==> src/rtl/fft_stage_sequencer.sv <==
// rtl/fft_stage_sequencer.sv - stage/butterfly command sequencer for a radix-2 in-place FFT
//
// Purpose:
//   On a start pulse, walks every stage (0..N_LOG2-1) and every butterfly
//   (0..N/2-1) within each stage. For each butterfly it issues one command
//   to the butterfly unit over a valid/ready handshake. A command carries the
//   operand addresses, the twiddle address and the raw stage/butterfly
//   counters. A programmable idle gap separates stages so write-backs that
//   are still in flight retire before the next stage reads.
//
// Ports:
//   clk           in   system clock, rising edge
//   reset         in   synchronous active-high reset, highest priority
//   start         in   begin a full pass (honoured only in IDLE)
//   out_ready     in   butterfly unit accepts the current command
//   out_valid     out  command fields valid
//   stage         out  current stage index (raw counter)
//   bfly          out  butterfly index within the stage (raw counter)
//   addr_a        out  upper-wing operand address
//   addr_b        out  lower-wing operand address
//   tw_addr       out  twiddle ROM address
//   last_in_stage out  final butterfly of the current stage
//   busy          out  high in every state except IDLE
//   done          out  one-cycle pulse at the end of the pass
module fft_stage_sequencer #(
  parameter int N_LOG2       = 4,
  parameter int STAGE_W      = 2,
  parameter int DRAIN_CYCLES = 2
) (
  input  logic               clk,
  input  logic               reset,
  input  logic               start,
  input  logic               out_ready,
  output logic               out_valid,
  output logic [STAGE_W-1:0] stage,
  output logic [N_LOG2-2:0]  bfly,
  output logic [N_LOG2-1:0]  addr_a,
  output logic [N_LOG2-1:0]  addr_b,
  output logic [N_LOG2-2:0]  tw_addr,
  output logic               last_in_stage,
  output logic               busy,
  output logic               done
);

  localparam int BW = N_LOG2 - 1;
  localparam logic [BW-1:0]      BFLY_LAST  = {BW{1'b1}};
  localparam logic [STAGE_W-1:0] LAST_STAGE = STAGE_W'(N_LOG2 - 1);
  // The counter is loaded on entry to DRAIN and DRAIN is left when it reads
  // zero, so the load value is one less than the number of gap cycles.
  localparam logic [3:0] DRAIN_LOAD = (DRAIN_CYCLES > 0) ? 4'(DRAIN_CYCLES - 1) : 4'd0;

  typedef enum logic [1:0] {
    S_IDLE  = 2'd0,
    S_RUN   = 2'd1,
    S_DRAIN = 2'd2,
    S_DONE  = 2'd3
  } state_t;

  state_t             state_q, state_d;
  logic [STAGE_W-1:0] stage_q, stage_d;
  logic [BW-1:0]      bfly_q, bfly_d;
  logic [3:0]         drain_q, drain_d;

  always_ff @(posedge clk) begin
    if (reset) begin
      state_q <= S_IDLE;
      stage_q <= '0;
      bfly_q  <= '0;
      drain_q <= '0;
    end else begin
      state_q <= state_d;
      stage_q <= stage_d;
      bfly_q  <= bfly_d;
      drain_q <= drain_d;
    end
  end

  always_comb begin
    state_d = state_q;
    stage_d = stage_q;
    bfly_d  = bfly_q;
    drain_d = drain_q;
    unique case (state_q)
      S_IDLE: begin
        if (start) begin
          state_d = S_RUN;
          stage_d = '0;
          bfly_d  = '0;
        end
      end
      S_RUN: begin
        // out_valid is always high here, so out_ready alone marks a transfer.
        if (out_ready) begin
          if (bfly_q != BFLY_LAST) begin
            bfly_d = bfly_q + BW'(1);
          end else begin
            bfly_d = '0;
            if (stage_q == LAST_STAGE) begin
              state_d = S_DONE;
              stage_d = '0;
            end else if (DRAIN_CYCLES == 0) begin
              stage_d = stage_q + STAGE_W'(1);
            end else begin
              state_d = S_DRAIN;
              drain_d = DRAIN_LOAD;
            end
          end
        end
      end
      S_DRAIN: begin
        if (drain_q == 4'd0) begin
          state_d = S_RUN;
          stage_d = stage_q + STAGE_W'(1);
        end else begin
          drain_d = drain_q - 4'd1;
        end
      end
      S_DONE: begin
        state_d = S_IDLE;
        stage_d = '0;
        bfly_d  = '0;
      end
      default: begin
        state_d = S_IDLE;
      end
    endcase
  end

  // Address generation from the registered counters (s = stage, b = bfly,
  // M = 2^s): the butterfly index is split at bit s and a zero is inserted
  // there, giving the upper wing; the lower wing sits M above it.
  logic              run;
  logic [N_LOG2-1:0] b_ext;
  logic [N_LOG2-1:0] m_span;
  logic [N_LOG2-1:0] b_low;
  logic [N_LOG2-1:0] a_full;
  logic [N_LOG2-1:0] tw_full;
  logic [STAGE_W:0]  s_plus1;
  logic [STAGE_W-1:0] tw_shift;

  always_comb begin
    run      = (state_q == S_RUN);
    b_ext    = {1'b0, bfly_q};
    m_span   = N_LOG2'(1) << stage_q;
    b_low    = b_ext & (m_span - N_LOG2'(1));
    s_plus1  = {1'b0, stage_q} + (STAGE_W + 1)'(1);
    a_full   = ((b_ext >> stage_q) << s_plus1) | b_low;
    // b_low < 2^s, so shifting by (N_LOG2-1-s) always fits in N_LOG2-1 bits.
    tw_shift = LAST_STAGE - stage_q;
    tw_full  = b_low << tw_shift;
  end

  // Command fields read zero whenever no command is offered, so IDLE,
  // DRAIN and DONE present an all-zero bus.
  always_comb begin
    out_valid     = run;
    stage         = run ? stage_q : '0;
    bfly          = run ? bfly_q : '0;
    addr_a        = run ? a_full : '0;
    addr_b        = run ? (a_full + m_span) : '0;
    tw_addr       = run ? tw_full[BW-1:0] : '0;
    last_in_stage = run && (bfly_q == BFLY_LAST);
    busy          = (state_q != S_IDLE);
    done          = (state_q == S_DONE);
  end

endmodule

==> config.mk <==
export PLATFORM = sky130hd
export DESIGN_NAME = fft_stage_sequencer
export DESIGN_NICKNAME = d
export VERILOG_FILES = /design/src/rtl/fft_stage_sequencer.sv
export SDC_FILE = /design/constraint.sdc
export NUM_CORES = 1
export LEC_CHECK = 0
export CAP_MARGIN = 20
export CORE_AREA = 2 2 92 50
export CTS_CLUSTER_DIAMETER = 200
export DETAILED_ROUTE_END_ITERATION = 8
export DIE_AREA = 0 0 94 52
export PLACE_DENSITY = 0.46
export SYNTH_ARGS = -nofsm -noshare
export SYNTH_HDL_FRONTEND = slang
export SYNTH_SLANG_ARGS = --single-unit
==> constraint.sdc <==
create_clock -name clk -period 2.68 [get_ports clk]
set_input_delay 0.536 -clock clk [delete_from_list [all_inputs] [get_ports clk]]
set_output_delay 0.536 -clock clk [all_outputs]
set_load 0.02 [all_outputs]
Word level (Yosys, flattened, before mapping)

Cells that the tools add are included.

Bits of input ports: 4
Word-level logic and storage cells: 66
Output and inout bits: 20
Register bits: 11

Mux-type cells: 26
Shifts and indexed selects: 4
Reduce and logical (&&, ||, !) cells: 10
Bitwise operators: 2
Add/subtract/negate cells: 7
Equality and inequality tests: 13

Operator list:

| cell                | count |
|---|---|
| $mux 4              | 6 |
| $mux 2              | 10 |
| $pmux 2 s4          | 2 |
| $mux 3              | 5 |
| $ne 2x2->1 const B  | 6 |
| $reduce_and 5->1    | 2 |
| $pmux 3 s3          | 1 |
| $pmux 4 s2          | 1 |
| $sub 4x1->4 const B | 2 |
| $eq 2x2->1 const B  | 3 |
| $add 4x4->4         | 1 |
| $and 3x4->4         | 1 |
| $logic_not 4->1     | 1 |
| $or 4x4->4          | 1 |
| $reduce_and 4->1    | 1 |
| $reduce_bool 2->1   | 2 |
| $shl 1x2->4 const A | 1 |
| $shl 4x2->3         | 1 |
| $shl 4x3->4         | 1 |
| $shr 3x2->4         | 1 |
| $add 2x1->3 const B | 1 |
| $add 3x1->3 const B | 1 |
| $eq 3x3->1 const B  | 1 |
| $ne 3x3->1 const B  | 1 |
| other kinds (9)     | 9 |

Longest topological paths before layout

Depth in word-level cells: 6
Gate-level depth with buffers: 11
Gate-level depth less buffers: 10

Least setup slack after synthesis

OpenSTA, ideal clock, no wires.

Path kind: register to output
Start point: reg stage_q[0]
End point: out addr_b[3]
Buffers on the path: 1
Data arrival time: 2460 ps
Setup slack: -316 ps
Required time: 2144 ps
Stages on the path, launching flop included: 12
Cells stage by stage: dfxtp_1 > buf_4 > inv_1 > ha_1 > xnor2_1 > a22oi_1 > inv_1 > ha_1 > a21o_1 > a21oi_1 > nor2_1 > mux2_1

Word-level cells in the longest chain between the ends: 6

RTL lines:

| item                   | RTL line | text |
|---|---|---|
| start, declared        | 60       | `logic [STAGE_W-1:0] stage_q, stage_d;` |
| start signal, assigned | 72       | `stage_q <= stage_d;` |
| $shl 1x2->4            | 144      | `m_span = N_LOG2'(1) << stage_q;` |
| $sub 4x1->4            | 145      | `b_low = b_ext & (m_span - N_LOG2'(1));` |
| $and 3x4->4            | 145      |  |
| $or 4x4->4             | 147      | `a_full = ((b_ext >> stage_q) << s_plus1) \| b_low;` |
| $add 4x4->4 *          | 160      | `addr_b = run ? (a_full + m_span) : '0;` |
| $mux 4 *               | 160      |  |
| end, declared          | 38       | `output logic [N_LOG2-1:0] addr_b,` |

Every way passes the cells marked *; elsewhere a longest branch is shown, timed or not.

Worst setup path after layout

Ends and elaborated chain as after synthesis.

==> results <==
- The clock tree from TritonCTS is done.
- In the routed design, unresolved DRC markers number 0.
- The post-route clock skew is 0.001838 ns.
- The final core utilization is 39.91%.
- The total grt overflow is 0.
- 24 I/O pins were placed.
- The final worst-path setup slack is -0.1382 ns.
- The type of the worst min-delay path is reg -> reg.
- The detailed-placement wirelength estimate is about 2400 µm.
- The violation count after the first detailed-route iteration is 43.
- Once detail routing completed, the nets flagged for antenna violations numbered 0.
- For this design the static power due to leakage is a little over 0.0007 µW.
- The area of the core is approximately 0.0041 mm².
- The worst hold margin is 0.4909 ns.
- The number of antenna violations at the first check in global routing is 0.
- Of all nets on the critical path, the largest fanout is 5.
- In this run the tightest slew margin relative to its limit is a little under three quarters.
- The total power is roughly 410 µW.
- The share of the synthesized area in the top cell type is roughly a fifth.
- Summing every instance area after synthesis gives 0.001055 mm².
- The number of core rows is 17.
- The peak supply drop is roughly 0.14 mV.
- The number of vias per cell is roughly 4.4.
- The number of clock sinks is 11.
- Buffers inserted during clock tree synthesis total 3.
- The clock transition time at the flip-flop clock pins of the worst setup and hold paths is 0.05 ns.
- The first global-routing pass estimated roughly 5000 µm of wire.
- The count of final hold-check violations is 0.
- Of the cells placed in the final design, the portion with a size suffix greater than 1 is 31.67%.
- In this run the vertical extent of the chip is ~52 µm.
- Entering global routing, the biggest net connects 14 pins.
- The worst setup path is launched from a register.
- The effective utilization at floorplan is about 25%.
- The fraction of the cycle the final worst path needs is 105.2%.
- The global-route usage over all layers is about an eighth.
- The run finished, with violations left.
- The worst setup path is captured at an output pin.
- The layout has 437 filler cells.
- At the end of the flow, the number of nets in the layout was 198.
- The number of max-cap violations is 0.
- The gate count after technology mapping is approximately 130.
- The data arrival time of the critical path is 2.28 ns.
- The finished layout holds ~240 standard cells, fillers aside.
- Data on the critical path is required at its endpoint by 2.14 ns.
- The worst path in the final design needs a cycle of roughly 2.8 ns, including I/O delays and setup.
- Counting distinct cell types in the post-synthesis netlist gives 46.
- The most used flip-flop cell after synthesis is dfxtp_1.
- In the post-synthesis netlist, the cell with the most instances is nor2_1.
- The proportion of synthesized flip-flops having asynchronous set or reset is 0%.
- The warning count from the yosys run is 0.
- Setup repair after global routing could not meet its margin everywhere.
- The via count of the first global-routing pass is roughly 1000.
- Once placement completed, the tool counted placed cells totaling ~230.
- The finished cells cover around 0.0017 mm².
- The final-report max-slew violation count is 0.
- In this run the tool buffered the top-level ports with 23 buffer cells.
- The die outline area is between 0.004 and 0.005 mm².
- The congestion estimate from routability-driven global placement came to ~0.88.
- The checks that failed: setup timing.
- The number of iterations in the first detailed-routing pass is 4.
- Counting flops with a built-in enable in the synthesized netlist gives 0.
- The average detailed-routed wire length per instance is ~12 µm.
- Detailed routing inserted a total of approximately 1100 vias.
- The cell accounting for the most synthesized area is dfxtp_1.
- The sequential-to-total area share from yosys stat is approximately a fifth.
- For this design the ratio of total power to cell area is roughly 250 mW/mm².
- The antenna diode count is 0.
- The total nets after synthesis is 148.
- The peak clock frequency supported by timing is between 300 and 400 MHz.
- The source-to-sink clock delay at the later pin of the worst-skew pair is roughly 0.24 ns.
- The width of the chip is 94 µm.
- The slew of the pin with the lowest slew margin is around 0.43 ns.
- The post-synthesis average cell area is a little over 8 µm².
- The count of H-tree levels built during CTS is 1.
- The worst-case register-to-register setup slack is 0.69 ns.
- Summed over all layers, the routed wires come to approximately 3000 µm.
- The post-synthesis to final-layout area growth is 56.94%.
- Counting flops and latches in the post-synthesis netlist gives 11.
- Once placement finished, the instance area stood at around 0.0015 mm².
- The final setup violation count is 3.
- The clock root buffer is clkbuf_8.
- The type of the setup path with the least slack is reg -> out.
- Ranked by instance count, the synthesized netlist is headed by 22 x nor2_1, 12 x ha_1, 11 x dfxtp_1.
- The longest clock path from root to sink contains 2 buffers.
- In the post-synthesis netlist, the biggest area contributors are dfxtp_1 21%, ha_1 14%, nor2_1 7.8%.
==> routing by layer <==
layer | global-route usage, % | part of all wire, % | up-vias
met1 | 20.66 | 58 | 483
li1 | - | - | 552
met2 | 17.74 | 38 | 15
met3 | 3.043 | 3.8 | 2
met5 | 0 | 0 | -
met4 | 2.174 | 0.34 | 0
==> cell usage in the layout (no fill, tap or decap), drive strengths merged, types with 3 or more instances in the layout <==
master          n
xor2            3
nand2b          4
nand2           3
dfxtp          11
inv             9
and2            9
buf            31
clkdlybuf4s50  16
o21ai           4
mux2i           3
nand3b          3
a21oi           7
dlygate4sd2     3
nor2           23
clkbuf          4
nor3            4
ha             12
==> state kept, by name, summed over array words and instances (netlist names) <==
register,cells
state_q,2
drain_q,4
bfly_q,3
stage_q,2
==> through the flow <==
stage / setup WS (ns) / TNS [ns]
2_1_floorplan: 0.01766 / 0
3_3_place_gp: -0.4941 / -1.255
3_5_place_dp: -0.4627 / -1.119
4_1_cts: -0.1597 / -0.3978
5_1_grt: -0.2440 / -0.5755
6_report: -0.1382 / -0.2882
==> where the power goes <==
part | internal [µW] | switching (µW) | leakage (µW)
Combinational | 32.2 | 37.0 | 0.000607
Clock | 105 | 64.6 | 0.0000228
Sequential | 164 | 5.00 | 0.0000906
==> worst max-delay path, stage by stage, from the launching register on <==
cell and delay [ns]:
dfxtp_4 0.38, inv_2 0.06, ha_4 0.18, xnor2_4 0.14, a22oi_2 0.22, inv_1 0.07, ha_1 0.27, a21o_1 0.16
a21oi_2 0.13, nor2_1 0.05, mux2_4 0.26, buf_6 0.13
==> kinds of logic after synthesis <==
| kind of cell | synth area share, % |
|---|---|
| AND/OR/NAND/NOR | 30.72 |
| AO/OA/AOI/OAI | 18.27 |
| buffers and inverters | 6.761 |
| adder cells (fa/ha/maj) | 16.13 |
| flip-flops | 20.88 |
| XOR/XNOR | 3.322 |
| multiplexers | 3.915 |
==> cell type report <==
class	instances	area, µm²	share of cell area (%)
Inverter	9	36.28	2.192
Timing Repair Buffer	51	440.4	26.61
Tap cell	57	71.32	4.308
Multi-Input combinational cell	105	834.6	50.42
Clock buffer	4	45.04	2.721
Sequential cell	11	227.7	13.76
==> what timing repair did <==
item / 4_1_cts / 5_1_grt
hold buffers: 0 / 0
pin swaps: 9 / 3
gates resized for setup: 30 / 3
setup endpoints to repair: 9 / 10
gates cloned: 0 / 0
buffers inserted: 4 / 0
==> worst paths after layout <==
check                                start          to  depth (start not counted)
worst max-delay path            stage_q[0]   addr_b[3]                         11
worst min-delay path            drain_q[0]  drain_q[0]                          1
worst max register to register   bfly_q[1]  stage_q[0]                          8
worst min register to register  drain_q[0]  drain_q[0]                          1
No activity file was read; power rests on OpenSTA's default activity.
